--- config.mk ---
export PLATFORM = sky130hd
export DESIGN_NAME = ex_hazard_ctrl
export DESIGN_NICKNAME = d
export VERILOG_FILES = /design/src/rtl/ex_hazard_ctrl.sv
export SDC_FILE = /design/constraint.sdc
export NUM_CORES = 1
export LEC_CHECK = 0
export CAP_MARGIN = 20
export CORE_MARGIN = 5
export CORE_UTILIZATION = 41
export DETAILED_ROUTE_END_ITERATION = 6
export GPL_TIMING_DRIVEN = 0
export PLACE_DENSITY = 0.8
export SETUP_SLACK_MARGIN = 0.05
export SYNTH_ARGS = -nofsm -noshare
export SYNTH_HDL_FRONTEND = slang
export SYNTH_SLANG_ARGS = --single-unit
--- constraint.sdc ---
create_clock -name clk -period 1.86 [get_ports clk]
set_input_delay 0.186 -clock clk [delete_from_list [all_inputs] [get_ports clk]]
set_output_delay 0.186 -clock clk [all_outputs]
set_load 0.05 [all_outputs]
--- src/rtl/ex_hazard_ctrl.sv ---
// Execute-stage hazard control: operand forwarding, load-use stall, branch flush,
// and a small FSM that holds EX while a multi-cycle mul/div op completes.
module ex_hazard_ctrl #(
    parameter int unsigned MD_TIMEOUT = 64,
    parameter int unsigned CNT_W      = 8
) (
    input  logic             clk,
    input  logic             rst_n,
    input  logic             id_valid,
    input  logic [4:0]       id_rs1,
    input  logic [4:0]       id_rs2,
    input  logic             ex_valid,
    input  logic [4:0]       ex_rs1,
    input  logic [4:0]       ex_rs2,
    input  logic [4:0]       ex_rd,
    input  logic             ex_MemRead,
    input  logic             ex_is_md,
    input  logic             ex_br_taken,
    input  logic [4:0]       mem_rd,
    input  logic             mem_RegWEn,
    input  logic [4:0]       wb_rd,
    input  logic             wb_RegWEn,
    input  logic             md_done,
    output logic [1:0]       ForwardASel,
    output logic [1:0]       ForwardBSel,
    output logic             stall_if,
    output logic             stall_id,
    output logic             bubble_mem,
    output logic             bubble_ex,
    output logic             flush_id,
    output logic             flush_ex,
    output logic             md_start,
    output logic             md_err,
    output logic [CNT_W-1:0] stall_cnt
);

    typedef enum logic [1:0] {StIdle, StMdWait, StMdDrain} state_e;

    localparam logic [CNT_W-1:0] TimeoutLast = CNT_W'(MD_TIMEOUT - 1);

    state_e           state_q;
    logic [CNT_W-1:0] md_cnt_q;
    logic [CNT_W-1:0] stall_cnt_q;
    logic             md_err_q;

    logic load_use;
    logic br_flush;
    logic md_go;

    function automatic logic [1:0] fwd_sel(input logic [4:0] rs, input logic [4:0] m_rd,
                                           input logic m_we, input logic [4:0] w_rd,
                                           input logic w_we);
        // MEM holds the younger result, so it wins over WB
        if (m_we && (m_rd != 5'd0) && (m_rd == rs)) return 2'b10;
        if (w_we && (w_rd != 5'd0) && (w_rd == rs)) return 2'b01;
        return 2'b00;
    endfunction

    always_comb begin
        load_use = ex_valid && ex_MemRead && (ex_rd != 5'd0) && id_valid &&
                   ((ex_rd == id_rs1) || (ex_rd == id_rs2));
        br_flush = ex_valid && ex_br_taken;
        md_go    = ex_valid && ex_is_md;

        ForwardASel = 2'b00;
        ForwardBSel = 2'b00;
        stall_if    = 1'b0;
        stall_id    = 1'b0;
        bubble_mem  = 1'b0;
        bubble_ex   = 1'b0;
        flush_id    = 1'b0;
        flush_ex    = 1'b0;
        md_start    = 1'b0;

        if (rst_n) begin
            ForwardASel = fwd_sel(ex_rs1, mem_rd, mem_RegWEn, wb_rd, wb_RegWEn);
            ForwardBSel = fwd_sel(ex_rs2, mem_rd, mem_RegWEn, wb_rd, wb_RegWEn);
            unique case (state_q)
                StIdle: begin
                    flush_id = br_flush;
                    flush_ex = br_flush;
                    // A taken branch discards the dependent instr, so no stall needed
                    if (!br_flush && load_use) begin
                        stall_if  = 1'b1;
                        stall_id  = 1'b1;
                        bubble_ex = 1'b1;
                    end
                    md_start = md_go;
                end
                StMdWait: begin
                    stall_if   = 1'b1;
                    stall_id   = 1'b1;
                    bubble_mem = 1'b1;
                end
                default: ;
            endcase
        end
    end

    always_ff @(posedge clk) begin
        if (!rst_n) begin
            state_q     <= StIdle;
            md_cnt_q    <= '0;
            stall_cnt_q <= '0;
            md_err_q    <= 1'b0;
        end else begin
            if (stall_if && (stall_cnt_q != '1)) begin
                stall_cnt_q <= stall_cnt_q + CNT_W'(1);
            end
            case (state_q)
                StIdle: begin
                    if (md_go) begin
                        state_q  <= StMdWait;
                        md_cnt_q <= '0;
                    end
                end
                StMdWait: begin
                    md_cnt_q <= md_cnt_q + CNT_W'(1);
                    if (md_done) begin
                        state_q <= StMdDrain;
                    end else if (md_cnt_q == TimeoutLast) begin
                        state_q  <= StMdDrain;
                        md_err_q <= 1'b1;
                    end
                end
                StMdDrain: begin
                    md_cnt_q <= '0;
                    state_q  <= StIdle;
                end
                default: state_q <= StIdle;
            endcase
        end
    end

    assign stall_cnt = stall_cnt_q;
    assign md_err    = md_err_q;

endmodule

==> results.json <==
{
  "run_status": "finished with violations",
  "violations_in_the_final_reports": "negative setup slack",
  "asyncSetResetFlopFracSynth_pct": 0,
  "timing.rr.start": "state_q[1]",
  "h-tree-depth": 1,
  "ys_seq_area_share_pct": 27.05,
  "switching_share_pct": 31.53,
  "number_of_enable_flip_flop_cells_after_synthesis": 0,
  "share_of_layout_cells_above_drive_strength_1_pct": 28.28,
  "critical_path_peak_fanout": 4,
  "layout_setup_ws_ns": -0.03314,
  "synthMostInstantiatedCell": "xor2_1",
  "worstPathCellList": "and4bb_2 -> o211ai_2 -> or2_4 -> nand2_4 -> buf_6 -> buf_8",
  "core-area_sq_um": 3337,
  "area.growth.synth_to_final_pct": 63.97,
  "initial_utilization_pct": 42.14,
  "rsz0062_at_grt": "true",
  "fp-row-count": 21,
  "hold_class": "in -> reg",
  "fmaxAchievable_mhz": 528.2,
  "ant_diodes": 0,
  "synth_area_sq_um": 1406,
  "fp.dieArea_sq_um": 4701,
  "sequential_cell_area_sq_um": 394.1,
  "ff2ff_path_depth": 7,
  "number_of_global_route_vias_before_repair": 1477,
  "post-route-util_pct": 69.10,
  "setup_viol_count_final": 2,
  "cts_made_buffers": 3,
  "critPathLaunch": "state_q[1]",
  "drc_markers": 0,
  "total_switching_power_uw": 298.3,
  "grt_start_max_net_pins": 11,
  "cp_data_required_time_ns": 1.67,
  "antenna_left": 0,
  "worst-endpoint-arrival_ns": 1.71,
  "tightest_slew_ns": 0.5282,
  "cell_types_with_the_highest_counts_after_synthesis": "xor2_1, dfxtp_1, nand2_1",
  "grt_util_all_layers_pct": 20.16,
  "die_w_microns": 68.57,
  "critical_path_class": "reg -> out",
  "power_report.internal_total_uw": 647.6,
  "wl_met1_microns": 1868,
  "ff_latch_count_synth": 19,
  "tritoncts": "built",
  "ys_types": 42,
  "boundaryPins": 65,
  "share_clk_of_total_power_pct": 22.5,
  "final_nets": 292,
  "hold_viol": 0,
  "grt_first_pass_wirelength_microns": 7141,
  "met3_wirelength_microns": 379,
  "synthesis.instances": 170,
  "met2_length_microns": 2216,
  "area_of_the_multi_input_gates_sq_um": 1111,
  "skew_ns": 0.009224,
  "power_density_nw_per_um2": 410.2,
  "cts-root-buf": "clkbuf_4",
  "leakage_nw": 0.9026,
  "worstSkewPairLatency_ns": 0.30,
  "syn_area_per_cell_sq_um": 8.273,
  "routed_wire_length_per_instance_microns": 15.54,
  "wl_microns": 4507,
  "finish.instance_area_sq_um": 2306,
  "antenna_found_initial": 0,
  "whs_path_depth": 3,
  "sequential_group_share_of_total_power_pct": 44.5,
  "regToRegSetupSlack_ns": 0.05,
  "cap_viol_max_count": 0,
  "routability_congestion_estimate": 0.8884,
  "io_buffers": 64,
  "yosys_most_used_dff": "dfxtp_1",
  "drt_first_iter_violations": 66,
  "hold_ws_ns": 0.2826,
  "max_slew_violations": 0,
  "synth_largest_type_area_fraction_pct": 27.05,
  "power.share.combinational_pct": 33.1,
  "max_ir_drop_vdd_v": 0.0003535,
  "first_pass_detailed_route_iteration_total": 5,
  "setup.worst_path.end_class": "output port",
  "timing.slew.headroom_pct": 64.68,
  "critical_path.startpoint_type": "flop",
  "grt_overflow": 0,
  "cts.clk_slew.worst_paths_ns": 0.10,
  "postPlaceCellArea_sq_um": 2151,
  "dp.final_hpwl_microns": 3467,
  "top_layer": "met4",
  "cts_hold_buffers": 0,
  "die_h_microns": 68.57,
  "net_count_after_synthesis": 217,
  "clock_sinks": 19,
  "post-route-min-period_ns": 1.893,
  "nFillCells": 271,
  "drt-vias-per-instance": 5.266,
  "synth_largest_area_cell": "dfxtp_1",
  "via_count": 1527,
  "fin_crit_sh_pct": 101.8,
  "cpPeakStageDelay_ns": 0.38,
  "reg2reg_to": "stall_cnt[5]",
  "synth.top_cells.by_area": "dfxtp_1, xor2_1, o21ai_0",
  "critical_path.slowest_cell": "dfxtp_4",
  "endpoint": "stall_if",
  "clock_tree.buffer_depth": 2,
  "synth-warning-count": 0
}
-- cell type report --
cell class,instances,share of cell area [%]
Sequential cell,19,17.09
Tap cell,46,2.496
Multi-Input combinational cell,142,48.18
Clock buffer,4,1.139
Buffer,5,1.356
Inverter,4,0.7596
Timing Repair Buffer,70,28.97
-- power by group through the flow --
| stage | clock network (mW) | registers [mW] | logic, mW |
|---|---|---|---|
| final | 0.213 | 0.420 | 0.313 |
| after global placement | 0 | 0.429 | 0.293 |
| after CTS | 0.216 | 0.421 | 0.306 |
| after floorplan | 0 | 0.436 | 0.133 |
| after detailed placement | 0 | 0.430 | 0.297 |
| after global routing | 0.230 | 0.422 | 0.335 |
-- routing by layer --
layer	vias up	global-route usage, %
met5	-	0
met2	61	33.97
met4	0	3.970
li1	757	-
met3	6	4.862
met1	703	26.12
-- stage by stage --
stage	std cells	total power [mW]	setup WS, ns	TNS (ns)
6_report	290	0.9459	-0.03314	-0.06422
2_1_floorplan	170	0.5695	-0.0001276	-0.0001276
3_3_place_gp	280	0.7224	-1.058	-9.155
5_1_grt	290	0.9868	-0.07716	-0.2045
3_5_place_dp	280	0.7266	-1.073	-9.376
4_1_cts	288	0.9429	-0.04718	-0.1014
-- worst min path at each step --
| stage | to | from |
|---|---|---|
| finish | state_q[1] | rst_n |
| global route | state_q[1] | rst_n |
| detailed placement | md_cnt_q[5] | md_cnt_q[5] |
| global placement | md_cnt_q[5] | md_cnt_q[5] |
| CTS | md_cnt_q[5] | md_cnt_q[5] |
| floorplan | state_q[1] | md_done |
-- layout by cell type, fill, tap and decap left out, types with 2 or more instances in the layout --
cell,instances
a21oi_1,7
and2_1,7
buf_2,7
buf_4,4
buf_6,6
buf_8,4
clkbuf_1,3
clkbuf_2,6
clkbuf_4,3
clkdlybuf4s15_1,4
clkdlybuf4s15_2,2
clkdlybuf4s50_1,27
dfxtp_1,10
dfxtp_2,8
dlygate4sd2_1,9
dlymetal6s2s_1,3
ha_1,2
inv_1,3
mux2i_1,5
nand2_1,12
nand3_1,7
nand4_1,3
nor2_1,10
nor2b_1,4
nor3_1,2
nor3_2,3
nor4_1,2
nor4_4,4
o211ai_1,2
o21ai_0,11
or2_4,2
or3_1,2
or4_4,5
xnor2_1,6
xor2_1,24
-- logic make-up (layout without fill, tap and decap cells) --
logic type | after synthesis | in the layout | share of synthesized area (%)
DFF | 19 | 19 | 27.05
muxes | 6 | 6 | 4.360
and+or+nand+nor | 72 | 72 | 29.63
buffers and inverters | 9 | 83 | 3.024
xor gates and xnor gates | 30 | 30 | 18.68
AOI/OAI and AO/OA | 32 | 32 | 15.48
adders and majority gates | 2 | 2 | 1.779
-- registers in the layout, indices dropped and copies added, names as in the netlist --
name / count
md_err: 1
state_q: 2
md_cnt_q: 8
stall_cnt: 8
-- worst max-delay path: cells and delay by family, from the launching register on --
kind	cells	cell delay [ns]
AO/OA/AOI/OAI	1	0.11
flip-flops	1	0.38
buffers and inverters	2	0.23
AND/OR/NAND/NOR	3	0.69
-- what timing repair did --
action                                  in CTS  in global routing
setup buffers                                4                  2
pin swaps                                   11                  5
endpoints found under the hold margin        0                  0
endpoints found under the setup margin      13                 13
gates resized for setup                    117                 35
No activity file was read; power rests on OpenSTA's default activity.
